[src/rtl/ddr3_req_arbiter.sv]
// Two-port round-robin arbiter in front of the DDR3 x16 local interface, including controller bring-up.
// Define DDR3_ARB_ERRCNT_EN to add the stray-read-beat counter outputs err_cnt / err_flag.
module ddr3_req_arbiter #(
  parameter int ADDR_W     = 26,
  parameter int DATA_W     = 64,
  parameter int BURST_W    = 5,
  parameter int INIT_DELAY = 16,
  parameter int TAG_DEPTH  = 4
) (
  input  logic                clk,
  input  logic                rstn,
  input  logic                r0_req,
  input  logic                r0_we,
  input  logic [ADDR_W-1:0]   r0_addr,
  input  logic [BURST_W-1:0]  r0_burst,
  output logic                r0_gnt,
  input  logic [DATA_W-1:0]   r0_wdata,
  input  logic [DATA_W/8-1:0] r0_wmask,
  output logic                r0_wrdy,
  output logic [DATA_W-1:0]   r0_rdata,
  output logic                r0_rvalid,
  input  logic                r1_req,
  input  logic                r1_we,
  input  logic [ADDR_W-1:0]   r1_addr,
  input  logic [BURST_W-1:0]  r1_burst,
  output logic                r1_gnt,
  input  logic [DATA_W-1:0]   r1_wdata,
  input  logic [DATA_W/8-1:0] r1_wmask,
  output logic                r1_wrdy,
  output logic [DATA_W-1:0]   r1_rdata,
  output logic                r1_rvalid,
  output logic                mem_init_start,
  input  logic                mem_init_done,
  output logic [3:0]          mem_cmd,
  output logic                mem_cmd_valid,
  output logic [ADDR_W-1:0]   mem_addr,
  output logic [BURST_W-1:0]  mem_burst,
  input  logic                mem_cmd_rdy,
  input  logic                mem_datain_rdy,
  output logic [DATA_W-1:0]   mem_wdata,
  output logic [DATA_W/8-1:0] mem_dmask,
  input  logic [DATA_W-1:0]   mem_rdata,
  input  logic                mem_rvalid,
`ifdef DDR3_ARB_ERRCNT_EN
  output logic [7:0]          err_cnt,
  output logic                err_flag,
`endif
  output logic                ready
);

  localparam int PTR_W = (TAG_DEPTH < 2) ? 1 : $clog2(TAG_DEPTH);
  localparam int DLY_W = (INIT_DELAY < 2) ? 1 : $clog2(INIT_DELAY);
  localparam logic [3:0] CMD_RD = 4'b0001;
  localparam logic [3:0] CMD_WR = 4'b0010;

  typedef enum logic [2:0] {S_WAIT, S_INIT, S_IDLE, S_CMD, S_WDATA} state_t;
  state_t state_q, state_d;

  logic [DLY_W-1:0]   dly_cnt;
  logic               owner, rr_ptr;
  logic [BURST_W:0]   wbeat;
  logic               elig0, elig1, any_elig, win;
  logic               cmd_acc, wbeat_take, push, pop, rbeat, rd_last;

  logic [PTR_W-1:0]   wr_ptr, rd_ptr;
  logic [PTR_W:0]     fcnt;
  logic [BURST_W:0]   rd_cnt;
  logic [TAG_DEPTH-1:0] tag_own;
  logic [BURST_W-1:0] tag_burst [TAG_DEPTH];
  logic               fifo_full, fifo_empty, head_own;
  logic [BURST_W:0]   head_len;

  assign fifo_full  = (fcnt == (PTR_W+1)'(TAG_DEPTH));
  assign fifo_empty = (fcnt == '0);
  assign head_own   = tag_own[rd_ptr];
  assign head_len   = {tag_burst[rd_ptr] == '0, tag_burst[rd_ptr]};

  // Reads need a free tag slot; writes never touch the tag FIFO.
  assign elig0    = r0_req && (r0_we || !fifo_full);
  assign elig1    = r1_req && (r1_we || !fifo_full);
  assign any_elig = elig0 || elig1;
  // rr_ptr names the port favoured on a tie, i.e. the one that did not win last.
  assign win      = (elig0 && elig1) ? rr_ptr : elig1;

  assign cmd_acc    = (state_q == S_CMD) && mem_cmd_rdy;
  assign wbeat_take = (state_q == S_WDATA) && mem_datain_rdy;
  assign push       = cmd_acc && (mem_cmd == CMD_RD);
  assign rbeat      = mem_rvalid && !fifo_empty;
  assign rd_last    = ((rd_cnt + 1'b1) == head_len);
  assign pop        = rbeat && rd_last;

  always_ff @(posedge clk) begin
    if (!rstn) state_q <= S_WAIT;
    else       state_q <= state_d;
  end

  always_comb begin
    state_d   = state_q;
    r0_gnt    = cmd_acc && !owner;
    r1_gnt    = cmd_acc && owner;
    r0_wrdy   = wbeat_take && !owner;
    r1_wrdy   = wbeat_take && owner;
    mem_wdata = '0;
    mem_dmask = '0;
    case (state_q)
      S_WAIT:  if (dly_cnt == DLY_W'(INIT_DELAY - 1)) state_d = S_INIT;
      S_INIT:  if (mem_init_done) state_d = S_IDLE;
      S_IDLE:  if (any_elig) state_d = S_CMD;
      S_CMD:   if (mem_cmd_rdy) state_d = (mem_cmd == CMD_WR) ? S_WDATA : S_IDLE;
      S_WDATA: begin
        mem_wdata = owner ? r1_wdata : r0_wdata;
        mem_dmask = owner ? r1_wmask : r0_wmask;
        if (mem_datain_rdy && wbeat == 1) state_d = S_IDLE;
      end
      default: state_d = S_WAIT;
    endcase
  end

  always_ff @(posedge clk) begin
    if (!rstn) begin
      dly_cnt        <= '0;
      mem_init_start <= 1'b0;
      ready          <= 1'b0;
      mem_cmd_valid  <= 1'b0;
      mem_cmd        <= '0;
      mem_addr       <= '0;
      mem_burst      <= '0;
      owner          <= 1'b0;
      rr_ptr         <= 1'b0;
      wbeat          <= '0;
    end else begin
      if (state_q == S_WAIT) begin
        dly_cnt <= dly_cnt + 1'b1;
        if (dly_cnt == DLY_W'(INIT_DELAY - 1)) mem_init_start <= 1'b1;
      end
      if (state_q == S_INIT && mem_init_done) begin
        mem_init_start <= 1'b0;
        ready          <= 1'b1;
      end
      if (state_q == S_IDLE && any_elig) begin
        owner         <= win;
        mem_cmd       <= (win ? r1_we : r0_we) ? CMD_WR : CMD_RD;
        mem_addr      <= win ? r1_addr : r0_addr;
        mem_burst     <= win ? r1_burst : r0_burst;
        mem_cmd_valid <= 1'b1;
      end
      if (cmd_acc) begin
        mem_cmd_valid <= 1'b0;
        rr_ptr        <= ~owner;
        wbeat         <= {mem_burst == '0, mem_burst};
      end
      if (wbeat_take) wbeat <= wbeat - 1'b1;
    end
  end

  // In-order read tags: the head entry owns every returning beat until its burst completes.
  always_ff @(posedge clk) begin
    if (push) begin
      tag_own[wr_ptr]   <= owner;
      tag_burst[wr_ptr] <= mem_burst;
    end
  end

  always_ff @(posedge clk) begin
    if (!rstn) begin
      wr_ptr    <= '0;
      rd_ptr    <= '0;
      fcnt      <= '0;
      rd_cnt    <= '0;
      r0_rdata  <= '0;
      r1_rdata  <= '0;
      r0_rvalid <= 1'b0;
      r1_rvalid <= 1'b0;
    end else begin
      r0_rdata  <= mem_rdata;
      r1_rdata  <= mem_rdata;
      r0_rvalid <= rbeat && !head_own;
      r1_rvalid <= rbeat && head_own;
      if (push) wr_ptr <= wr_ptr + 1'b1;
      if (rbeat) begin
        if (rd_last) begin
          rd_cnt <= '0;
          rd_ptr <= rd_ptr + 1'b1;
        end else begin
          rd_cnt <= rd_cnt + 1'b1;
        end
      end
      case ({push, pop})
        2'b10:   fcnt <= fcnt + 1'b1;
        2'b01:   fcnt <= fcnt - 1'b1;
        default: fcnt <= fcnt;
      endcase
    end
  end

`ifdef DDR3_ARB_ERRCNT_EN
  always_ff @(posedge clk) begin
    if (!rstn) begin
      err_cnt  <= '0;
      err_flag <= 1'b0;
    end else if (mem_rvalid && fifo_empty) begin
      if (err_cnt != 8'hFF) err_cnt <= err_cnt + 1'b1;
      err_flag <= 1'b1;
    end
  end
`endif

endmodule

[config.mk]
export PLATFORM = sky130hd
export DESIGN_NAME = ddr3_req_arbiter
export DESIGN_NICKNAME = d
export VERILOG_FILES = /design/src/rtl/ddr3_req_arbiter.sv
export SDC_FILE = /design/constraint.sdc
export NUM_CORES = 1
export LEC_CHECK = 0
export ABC_AREA = 1
export CAP_MARGIN = 25
export CORE_AREA = 2 2 204 206
export CTS_CLUSTER_SIZE = 24
export DETAILED_ROUTE_END_ITERATION = 10
export DIE_AREA = 0 0 206 208
export PLACE_DENSITY = 0.49
export SLEW_MARGIN = 10
export SYNTH_ARGS = -nofsm -noshare
export SYNTH_HDL_FRONTEND = slang
export SYNTH_SLANG_ARGS = --single-unit
[constraint.sdc]
create_clock -name clk -period 5.4 [get_ports clk]
set_clock_uncertainty 0.05 [all_clocks]
set_input_delay 0.54 -clock clk [delete_from_list [all_inputs] [get_ports clk]]
set_output_delay 0.54 -clock clk [all_outputs]
set_load 0.1 [all_outputs]
Word level (Yosys, flattened, before mapping)
Memory sizes are Yosys's and may differ from the RTL's. A register that Yosys moved wholly into a read port is not among the register bits.
Cells that the tools add are included.
- input port bits: 280
- bits in writable memories: 20
- memories: 1
- bits in registers: 136
- memory list (name ; depth ; bits a word ; rd ports ; clocked after Yosys merged registers in ; wr ports ; line ; source):
    tag_burst ; 4 ; 5 ; 1 ; 1 ; 1 ; 69 ; logic [BURST_W-1:0] tag_burst [TAG_DEPTH];
- equal/unequal tests: 17
- bitwise gates (word level): 2
- $add $sub $neg: 7
- order comparisons: 3
- muxes and demuxes: 29
- reductions and logical operators: 36
- operator list (operator ; count):
    two-way mux 64 bit ; 2
    two-way mux 26 bit ; 1
    logical AND 1 bit ; 18
    two-way mux 3 bit ; 6
    two-way mux 6 bit ; 3
    two-way mux 8 bit ; 2
    one-hot mux 3 bit (5 select lines) ; 1
    zero test 5 bit ; 2
    != test 2 bit (second input constant) ; 4
    adder 6 x 1 -> 6 bit (second input constant) ; 1
    equality test 3 x 2 -> 1 bit (second input constant) ; 2
    equality test 3 bit (second input constant) ; 2
    equality test 6 x 1 -> 1 bit (second input constant) ; 1
    equality test 6 bit ; 1
    zero test 3 bit ; 2
    < comparator 2 x 3 -> 1 bit (second input constant) ; 2
    two-way mux 1 bit ; 6
    two-way mux 2 bit ; 3
    one-hot mux 3 bit (2 select lines) ; 1
    subtractor 6 x 1 -> 6 bit (second input constant) ; 1
    two-way mux 5 bit ; 1
    AND reduction 5 bit ; 1
    adder 2 x 1 -> 2 bit (second input constant) ; 2
    adder 4 x 1 -> 4 bit (second input constant) ; 1
    19 further kinds ; 28

Logic depth before layout (Yosys ltp)
Gate-level depths: netlist of the first run.
- depth after elaboration: 8
- gate-level depth with buffers: 19
- mapped depth without buffers: 19

Worst setup path before layout of the first run
No wires, ideal clock.
- kind: register to output
- from: reg owner
- to: out mem_wdata[12]
- data arrival time: 2.512 ns
- buffers on the path: 2
- cell stages (with the launch flop): 5
- slack: 2.298 ns
- cells stage by stage: dfxtp_1 > clkbuf_1 > buf_1 > nand2_1 > a21oi_1
- longest elaborated chain between the ends: 2
- ends and longest elaborated chain (element ; line ; source):
    start: declaration ; 60 ; logic owner, rr_ptr;
    start signal: assignment ; 141 ; owner <= win;
    two-way mux 64 bit ; 111 ; mem_wdata = owner ? r1_wdata : r0_wdata;
    two-way mux 64 bit ; 105 ; case (state_q)
    end: declaration ; 40 ; output logic [DATA_W-1:0] mem_wdata,
No other way between the ends.

Worst setup path in the final report of the first run
- from: reg owner
- to: out mem_dmask[4]
- longest elaborated chain between the ends: 2
- ends and longest elaborated chain (element ; line ; source):
    two-way mux 8 bit ; 112 ; mem_dmask = owner ? r1_wmask : r0_wmask;
    two-way mux 8 bit ; 105 ;
    end: declaration ; 41 ; output logic [DATA_W/8-1:0] mem_dmask,
No other way between the ends.

==> impl_metrics.py, run 1 <==
metrics = {
    "layout": {
        "final.fill_count": 4317,
        "nNetsFinal": 1821,
        "drive_above_1_share_pct": 3.76,
        "final_area_um2": 13600,
        "syn2layout_area_growth_pct": 75.8,
    },
    "floorplan": {
        "num_rows": 74,
        "die_w_um": 206,
        "die_y_um": 208,
        "start_util_pct": 19.1,
        "num_io_pins": 524,
        "dieArea_um2": 42800,
        "core-area_um2": 40600,
    },
    "yosys": {
        "yosysMostFrequentCell": "nand2_1",
        "synth_cell_type_count": 36,
        "synth_area_per_cell_um2": 7.05,
        "yosysSeqAreaShare_pct": 43.4,
        "yosys_warnings": 0,
        "syn_inst": 1099,
        "yosysTopAreaCell": "dfxtp_1",
        "async_flop_share_pct": 0,
        "ys.flop_type": "dfxtp_1",
        "post-synth-top-area-fraction_pct": 34.1,
        "synth_commonest_cells": "361 x nand2_1, 161 x inv_1, 132 x dfxtp_1",
        "synth_seq_cells": 156,
        "synth.area.top_cells": "dfxtp_1 34%, nand2_1 17%, edfxtp_1 9.3%, inv_1 7.8%, buf_4 6.6%",
        "netlist_area_um2": 7750,
        "synth_edf_count": 24,
    },
    "worst_hold_path": {
        "hold_path_depth": 2,
        "hp-class": "flop to flop",
        "min_to": "ready",
        "min_from": "ready",
    },
    "critical_path": {
        "reg2reg_depth": 17,
        "endpoint_kind": "output port",
        "cp.required_ns": 4.81,
        "criticalPathCategory": "flop to output port",
        "arrival_ns": 3.28,
        "reg2reg_to": "fcnt[2]",
        "crit_path_start_kind": "flop",
        "path_max_fanout": 53,
        "reg2reg_slack_ns": 2.48,
    },
    "route": {
        "num_vias": 8354,
        "drt_wl_total_um": 32700,
        "dr.first_iter.drc_count": 348,
        "ant_nets": 0,
        "drc_errors": 0,
        "first_pass_iters": 5,
        "viasPerCell": 4.01,
        "wire_per_inst_um": 15.7,
    },
    "global_routing": {
        "antenna_found_initial": 8,
        "grt_max_degree": 80,
        "grtUsageTotal_pct": 14.9,
        "grt_overflow": 0,
        "first_global_vias": 8236,
        "grt_pass1_wl_um": 48100,
    },
    "power_and_ir_drop": {
        "p_clk_share_pct": 27.2,
        "switching_share_pct": 43.9,
        "power.density_nw_per_um2": 323,
        "p_leak_nw": 5.94,
        "p_switching_mw": 1.94,
        "p_int_mw": 2.47,
        "pwr-share-comb_pct": 41.3,
        "ir_drop_mv": 0.181,
        "seqPwrFrac_pct": 31.5,
    },
    "cts": {
        "cts_max_path_buffers": 2,
        "cts_max_level": 4,
        "post_cts_buffers": 0,
        "cts_root_buf": "clkbuf_16",
        "ctsHoldBuffers": 0,
        "cts.clk_slew.worst_paths_ns": 0.07,
        "cts_made_buffers": 17,
        "clk-insertion-delay-late_ns": 0.44,
        "cts_tree": "done",
        "cts_num_sinks": 156,
        "ctsResizeCount": 0,
    },
    "flow_run": {
        "maxCapViolations": 0,
    },
    "timing": {
        "maxSlewHeadroom_pct": 26.7,
        "fin_crit_sh_pct": 71.6,
        "slew_viol_final": 0,
        "hold_viol": 0,
        "max_freq_ghz": 0.259,
        "setup_viol": 0,
        "grt_setup_unrepaired": "no",
        "tightest_slew_ns": 1.10,
        "setup_tns_ns": 0,
        "fin_crit_ns": 3.87,
    },
    "status": {
        "status": "completed",
    },
    "placed_design": {
        "dp_hpwl_um": 25900,
        "dpl_cell_area_um2": 13000,
        "place.gp.congestion": 0.890,
        "port_buffers": 521,
    },
}
## cells in the final DEF, fill, tap and decap left out, types with 2 or more instances in the layout
master and n:
clkdlybuf4s50_1 520, nand2_1 361, inv_1 160, dfxtp_1 131, a21oi_1 97, nand3_1 58
nor2_1 35, o211ai_1 35, edfxtp_1 24, o21ai_0 23, clkbuf_16 17, ha_1 9
buf_4 9, diode_2 8, inv_2 8, nand4_1 8, inv_6 6, nor3_1 4
nor2_2 3, nor2_4 2, nand3b_1 2, o31ai_1 2, o21ai_1 2, xor2_1 2
nor4_1 2, conb_1 2, clkinv_4 2, inv_8 2
## registers in the layout, summed over array words and instances (netlist names), 2 cells and up, named ones only
signal,cells
wr_ptr,2
fcnt,3
dly_cnt,4
rd_ptr,2
mem_addr,26
state_q,3
r1_rdata,64
tag_burst,20
mem_burst,5
rd_cnt,6
mem_cmd,2
wbeat,6
tag_own,4
## cells by family (layout without fill, tap and decap cells)
| group | Yosys count | in the layout | share of synthesized area (%) |
|---|---|---|---|
| AOI/OAI and AO/OA | 164 | 164 | 12.0 |
| xor gates and xnor gates | 3 | 3 | 0.339 |
| adders and majority gates | 10 | 10 | 1.71 |
| buffers and inverters | 287 | 731 | 17.4 |
| DFF | 156 | 156 | 43.4 |
| other | 1 | 10 | 0.0484 |
| and+or+nand+nor | 478 | 478 | 25.1 |
## worst max-delay path by stage
stage	startpoint	to	slack, ns	depth (start not counted)
after floorplan	owner	mem_wdata[12]	2.30	4
after global placement	owner	mem_wdata[43]	1.99	5
after detailed placement	owner	mem_wdata[30]	1.98	5
after CTS	owner	mem_wdata[29]	1.48	5
after global routing	owner	mem_dmask[6]	1.31	5
final	owner	mem_dmask[4]	1.53	5
## worst max-delay path, cell delays in order (launching register included)
cell and delay, ns:
dfxtp_2 0.33, inv_2 0.66, buf_4 0.41, nand2_1 0.08
a21oi_1 0.15, clkdlybuf4s50_1 1.16
## power by group through the flow
stage	clock network, mW	registers, mW	logic (mW)
4_1_cts	1.26	1.39	1.83
2_1_floorplan	0	2.06	0.628
6_report	1.20	1.39	1.82
3_5_place_dp	0	1.41	1.82
3_3_place_gp	0	1.41	1.82
5_1_grt	1.30	1.41	1.92
## metrics by stage
| step | cells | util, % | setup WS (ns) | power [mW] | hold slack [ns] |
|---|---|---|---|---|---|
| 3_5_place_dp | 2043 | 32.1 | 1.98 | 3.24 | 0.402 |
| 5_1_grt | 2083 | 33.6 | 1.31 | 4.63 | 0.453 |
| 2_1_floorplan | 1100 | - | 2.30 | 2.68 | 0.394 |
| 4_1_cts | 2075 | 33.5 | 1.48 | 4.47 | 0.416 |
| 3_3_place_gp | 2042 | 32.0 | 1.99 | 3.23 | 0.397 |
| 6_report | 2084 | 33.6 | 1.53 | 4.41 | 0.412 |
## metal layers
layer / up-vias / global-route usage, % / routed length [um]
met5: - / 0 / 9
met4: 2 / 7.61 / 1140
met3: 44 / 4.95 / 2670
met2: 344 / 26.1 / 16700
met1: 3725 / 15.7 / 12200
li1: 4239 / - / -
## layout make-up
cell class,count,area (um^2),area share (%)
clock inverter,15,155,1.14
multi-input combinational,657,3050,22.3
tap,532,666,4.88
clock buffer,17,425,3.12
inverter,168,631,4.63
sequential,156,3360,24.7
timing repair buffer,531,5320,39.0
antenna,8,20.0,0.147
Note: power is estimated with default switching activity, not from simulation.
==> run 2, diff against run 1 <==
--- a/config.mk
+++ b/config.mk
@@ -7,11 +7,11 @@
 export LEC_CHECK = 0
 export ABC_AREA = 1
 export CAP_MARGIN = 25
-export CORE_AREA = 2 2 204 206
+export CORE_AREA = 2 2 203 205
 export CTS_CLUSTER_SIZE = 24
 export DETAILED_ROUTE_END_ITERATION = 10
-export DIE_AREA = 0 0 206 208
-export PLACE_DENSITY = 0.49
+export DIE_AREA = 0 0 205 207
+export PLACE_DENSITY = 0.52
 export SLEW_MARGIN = 10
 export SYNTH_ARGS = -nofsm -noshare
 export SYNTH_HDL_FRONTEND = slang
==> constraint.sdc (replaced) <==
create_clock -name clk -period 3.2 [get_ports clk]
set_clock_uncertainty 0.05 [all_clocks]
set_input_delay 0.32 -clock clk [delete_from_list [all_inputs] [get_ports clk]]
set_output_delay 0.32 -clock clk [all_outputs]
set_load 0.1 [all_outputs]
==> impl_metrics.py, run 2 (synthesized netlist as in run 1, its figures left out) <==
metrics = {
    "route": {
        "num_vias": 8346,
        "ant_nets": 0,
        "wire_per_inst_um": 15.5,
        "drc_errors": 0,
        "first_pass_iters": 6,
        "viasPerCell": 4.01,
        "drt_wl_total_um": 32300,
        "dr.first_iter.drc_count": 349,
    },
    "layout": {
        "top_register": "r1_rdata",
        "nNetsFinal": 1821,
        "syn2layout_area_growth_pct": 80.4,
        "reg_top3": "r1_rdata (64), mem_addr (26), tag_burst (20)",
        "final_area_um2": 14000,
        "fin_util_pct": 34.6,
        "largest_reg_flops": 64,
        "final.fill_count": 4259,
        "fin_cells": 2081,
        "layout.cells.most_common": "clkdlybuf4s50_1",
        "drive_above_1_share_pct": 9.97,
        "layout_common_cells": "424 x clkdlybuf4s50_1, 361 x nand2_1, 160 x inv_1",
    },
    "cts": {
        "cts.clk_slew.worst_paths_ns": 0.07,
        "ctsHoldBuffers": 0,
        "clk-insertion-delay-late_ns": 0.44,
        "cts_max_level": 4,
        "cts_tree": "done",
        "cts_max_path_buffers": 2,
        "cts_root_buf": "clkbuf_16",
        "cts_made_buffers": 17,
        "cts_num_sinks": 156,
    },
    "placed_design": {
        "dpl.cell_count": 2044,
        "dpl_cell_area_um2": 13400,
        "dp_hpwl_um": 25700,
        "place.gp.congestion": 0.814,
        "port_buffers": 521,
    },
    "floorplan": {
        "dieArea_um2": 42400,
        "num_rows": 74,
        "core-area_um2": 40400,
        "die_y_um": 207,
        "start_util_pct": 19.2,
        "die_w_um": 205,
        "num_io_pins": 524,
    },
    "timing": {
        "setup_tns_ns": 0,
        "hold_viol": 0,
        "maxSlewHeadroom_pct": 31.7,
        "fin_crit_sh_pct": 89.2,
        "setup_viol": 0,
        "fin_crit_ns": 2.85,
        "slew_viol_final": 0,
        "grt_setup_unrepaired": "no",
        "max_freq_ghz": 0.350,
        "tightest_slew_ns": 1.02,
    },
    "critical_path": {
        "arrival_ns": 3.13,
        "path_max_fanout": 9,
        "reg2reg_depth": 16,
        "rr_startpoint": "rd_cnt[0]",
        "cpMaxStageDelayCell": "dfxtp_1",
        "cp.required_ns": 3.48,
        "reg2reg_to": "fcnt[2]",
        "critPathBufInv": 2,
        "worstPathCellList": "ha_1 -> nand4_1 -> nand2_1 -> nand2_1 -> nand2_1 -> nand3_1 -> nor2_2 -> nand3_4 -> inv_1 -> ha_1 -> inv_1 -> fa_1 -> a21oi_1 -> o21ai_0 -> o21ai_0 -> a21oi_1",
        "crit_top_cell": "nand2_1",
        "critical_path.top_delay_family": "adder cells",
        "crit_path_start_kind": "flop",
        "crit_start": "rd_cnt[0]",
        "criticalPathCategory": "flop to flop",
        "critical-path-max-stage-delay_ns": 0.49,
        "endpoint_kind": "flop",
        "reg2reg_slack_ns": 0.35,
    },
    "power_and_ir_drop": {
        "switching_share_pct": 43.2,
        "p_switching_mw": 3.22,
        "power.density_nw_per_um2": 534,
        "p_total_mw": 7.47,
        "p_clk_share_pct": 27.4,
        "pwr-share-comb_pct": 41.1,
        "p_leak_nw": 6.27,
        "ir_drop_mv": 0.248,
        "p_int_mw": 4.25,
        "seqPwrFrac_pct": 31.5,
    },
    "status": {
        "status": "completed",
    },
    "global_routing": {
        "grtUsageTotal_pct": 15.0,
        "grt_max_degree": 75,
        "grt_pass1_wl_um": 48200,
        "antenna_found_initial": 5,
        "grt_overflow": 0,
        "first_global_vias": 8295,
    },
    "worst_hold_path": {
        "hp-class": "primary input to flop",
        "min_to": "r1_rdata[3]",
        "min_from": "mem_rdata[3]",
        "hold_path_depth": 3,
    },
    "flow_run": {
        "maxCapViolations": 0,
    },
}
[run 2: changes by cell type in the layout (fill, tap and decap cells not counted), sizes merged]
| cell | before | now |
|---|---|---|
| clkdlybuf4s50 | 520 | 424 |
| buf | 11 | 107 |
| clkbuf | 17 | 18 |
| inv | 176 | 173 |
| diode | 8 | 5 |
| bufinv | 1 | 2 |
| clkinv | 4 | 5 |
[run 2: power by group through the flow]
stage	clock network (mW)	registers, mW	logic [mW]
final	2.05	2.35	3.07
after global placement	0	2.39	3.08
after global routing	2.21	2.38	3.24
after floorplan	0	3.47	1.06
after CTS	2.13	2.36	3.09
after detailed placement	0	2.40	3.09
[run 2: cell type report]
cell class | count | area (um^2) | share of cell area, %
timing repair buffer | 531 | 5670 | 40.6
sequential | 156 | 3370 | 24.1
multi-input combinational | 657 | 3050 | 21.8
tap | 532 | 666 | 4.76
inverter | 168 | 631 | 4.51
clock buffer | 18 | 429 | 3.07
clock inverter | 14 | 159 | 1.14
antenna | 5 | 12.5 | 0.0895
[run 2: worst max path at each step]
stage | cells past startpoint | end | slack [ns]
after floorplan | 4 | mem_wdata[12] | 0.32
after global placement | 18 | fcnt[2] | 0.43
after detailed placement | 17 | fcnt[2] | 0.34
after CTS | 17 | fcnt[2] | 0.32
after global routing | 18 | fcnt[2] | 0.003
final | 16 | fcnt[2] | 0.35
[run 2: per-layer routing]
layer | up-vias | track usage (%) | routed length [um]
met4 | 0 | 5.16 | 660
met5 | - | 0 | 0
met3 | 27 | 5.62 | 2860
li1 | 4236 | - | -
met2 | 356 | 26.9 | 16400
met1 | 3727 | 15.9 | 12400
[run 2: worst min-delay path: stages]
cell,delay [ns]
clkdlybuf4s50_1,0.40
nand2_1,0.06
inv_1,0.03
[run 2: stage by stage]
stage / worst slack, ns / hold slack (ns)
6_report: 0.346 / 0.357
5_1_grt: 0.00322 / 0.331
4_1_cts: 0.322 / 0.317
3_5_place_dp: 0.344 / 0.397
3_3_place_gp: 0.427 / 0.392
2_1_floorplan: 0.318 / 0.368
[run 2: repair_timing]
action	in CTS	in global routing
resized for setup	0	1
endpoints found under the setup margin	0	1
setup buffers	0	0
==> run 3, diff against run 2 <==
--- a/config.mk
+++ b/config.mk
@@ -7,11 +7,11 @@
 export LEC_CHECK = 0
 export ABC_AREA = 1
 export CAP_MARGIN = 25
-export CORE_AREA = 2 2 203 205
+export CORE_AREA = 2 2 202 204
 export CTS_CLUSTER_SIZE = 24
 export DETAILED_ROUTE_END_ITERATION = 10
-export DIE_AREA = 0 0 205 207
-export PLACE_DENSITY = 0.52
+export DIE_AREA = 0 0 204 206
+export PLACE_DENSITY = 0.5
 export SLEW_MARGIN = 10
 export SYNTH_ARGS = -nofsm -noshare
 export SYNTH_HDL_FRONTEND = slang
==> constraint.sdc (replaced) <==
create_clock -name clk -period 2.7 [get_ports clk]
set_clock_uncertainty 0.05 [all_clocks]
set_input_delay 0.27 -clock clk [delete_from_list [all_inputs] [get_ports clk]]
set_output_delay 0.27 -clock clk [all_outputs]
set_load 0.1 [all_outputs]
==> impl_metrics.py, run 3 (synthesized netlist as in run 1, its figures left out) <==
metrics = {
    "timing": {
        "fin_crit_sh_pct": 92.6,
        "fin_crit_ns": 2.50,
        "hold_viol": 0,
        "grt_setup_unrepaired": "no",
        "setup_tns_ns": 0,
        "whs_ns": 0.308,
        "setup_viol": 0,
        "slew_viol_final": 0,
        "tightest_slew_ns": 0.685,
        "max_freq_ghz": 0.400,
        "maxSlewHeadroom_pct": 54.4,
    },
    "layout": {
        "reg_top3": "r1_rdata (64), mem_addr (26), tag_burst (20)",
        "drive_above_1_share_pct": 24.1,
        "fin_cells": 2085,
        "nNetsFinal": 1826,
        "multiInputGateArea_um2": 3310,
        "largest_reg_flops": 64,
        "top_register": "r1_rdata",
        "final.fill_count": 4214,
        "final_area_um2": 14300,
        "layout_common_cells": "361 x nand2_1, 278 x clkdlybuf4s50_1, 176 x buf_4",
        "seq_area_um2": 3370,
        "syn2layout_area_growth_pct": 84.3,
        "layout.cells.most_common": "nand2_1",
    },
    "power_and_ir_drop": {
        "power.density_nw_per_um2": 611,
        "p_total_mw": 8.72,
        "p_leak_nw": 6.57,
        "ir_drop_mv": 0.350,
    },
    "route": {
        "topRoutingLayerUsed": "met4",
        "dr.first_iter.drc_count": 315,
        "wire_per_inst_um": 14.9,
        "dr_wl_met3_um": 2980,
        "wirelength_met1_um": 11400,
        "viasPerCell": 3.99,
        "first_pass_iters": 4,
        "ant_nets": 0,
        "drt_wl_total_um": 31000,
        "wl_met2_um": 16000,
        "drc_errors": 0,
        "num_vias": 8313,
    },
    "critical_path": {
        "critPathBufInv": 5,
        "criticalPathCategory": "flop to flop",
        "cpMaxStageDelayCell": "fa_1",
        "reg2reg_slack_ns": 0.20,
        "crit_path_end": "fcnt[2]",
        "arrival_ns": 2.78,
        "crit_top_cell": "inv_1",
        "critical-path-max-stage-delay_ns": 0.38,
        "reg2reg_depth": 19,
        "path_max_fanout": 5,
        "crit_start": "rd_cnt[1]",
        "cp.required_ns": 2.98,
        "critical_path.top_delay_family": "adder cells",
        "rr_startpoint": "rd_cnt[1]",
        "worstPathCellList": "ha_4 -> inv_1 -> nand2_1 -> nand2_1 -> inv_1 -> nand2_1 -> nand2_1 -> inv_1 -> nand3_1 -> nor2_4 -> nand3_4 -> inv_1 -> ha_1 -> inv_1 -> fa_1 -> a21oi_1 -> o21ai_1 -> o21ai_1 -> a21oi_1",
        "path_depth": 19,
        "reg2reg_to": "fcnt[2]",
        "crit_path_start_kind": "flop",
        "endpoint_kind": "flop",
    },
    "cts": {
        "cts_num_sinks": 156,
        "cts_root_buf": "clkbuf_16",
        "cts_made_buffers": 17,
        "clk-insertion-delay-late_ns": 0.44,
        "cts_max_path_buffers": 2,
        "cts.clk_slew.worst_paths_ns": 0.07,
        "cts_tree": "done",
        "cts_max_level": 4,
        "ctsHoldBuffers": 0,
    },
    "placed_design": {
        "dpl_cell_area_um2": 13700,
        "port_buffers": 521,
        "dp_hpwl_um": 24400,
        "dpl.cell_count": 2048,
        "place.gp.congestion": 0.782,
    },
    "worst_hold_path": {
        "hp-class": "primary input to flop",
        "min_from": "mem_rdata[35]",
        "hold_path_depth": 3,
    },
    "global_routing": {
        "first_global_vias": 7930,
        "grt_overflow": 0,
        "grt_max_degree": 80,
        "grt_pass1_wl_um": 44600,
        "grtUsageTotal_pct": 14.0,
        "antenna_found_initial": 4,
    },
    "flow_run": {
        "maxCapViolations": 0,
    },
    "floorplan": {
        "num_io_pins": 524,
        "num_rows": 74,
        "die_w_um": 204,
        "die_y_um": 206,
        "start_util_pct": 19.3,
        "core-area_um2": 40200,
        "dieArea_um2": 42000,
    },
    "status": {
        "status": "completed",
    },
}
==> run 3: tightest hold or removal path: stages <==
cell             delay, ns
clkdlybuf4s50_1       0.39
nand2_1               0.06
inv_1                 0.03
==> run 3: through the flow <==
step / setup slack (ns) / utilization (%)
floorplan: -0.107 / -
global placement: 0.182 / 34.0
detailed placement: 0.0589 / 34.0
CTS: 0.0485 / 35.4
global route: 0.0264 / 35.5
finish: 0.200 / 35.5
==> run 3: repair_timing <==
item | CTS | global route
gates resized for setup | 0 | 11
endpoints found under the setup margin | 0 | 1
setup buffers | 0 | 1
==> run 3: how the worst min path moves through the flow <==
stage / endpoint / slack (ns)
after global routing: r1_rdata[33] / 0.29
after global placement: ready / 0.40
final: r1_rdata[35] / 0.31
after floorplan: r1_rdata[0] / 0.32
after detailed placement: ready / 0.39
after CTS: r1_rdata[35] / 0.27
==> run 3: area by class of cell <==
| type | count | share of cell area (%) |
|---|---|---|
| flip-flops and latches | 156 | 23.6 |
| well taps | 532 | 4.66 |
| multi-input cells | 657 | 23.2 |
| diodes | 4 | 0.0701 |
| repair buffers | 536 | 40.2 |
| inverters | 168 | 4.42 |
| clock inverters | 15 | 0.963 |
| clock buffers | 17 | 2.98 |
==> run 3: power by group <==
part | internal (mW) | switching (mW) | total, mW
combinational | 0.984 | 2.63 | 3.62
sequential | 2.61 | 0.177 | 2.78
clock | 1.28 | 1.04 | 2.32
total | 4.87 | 3.85 | 8.72
==> run 3: routing by layer <==
layer,vias to the layer above,GRT usage [%]
met1,3708,14.6
met3,27,5.71
met5,-,0
met4,0,4.99
li1,4237,-
met2,341,25.4
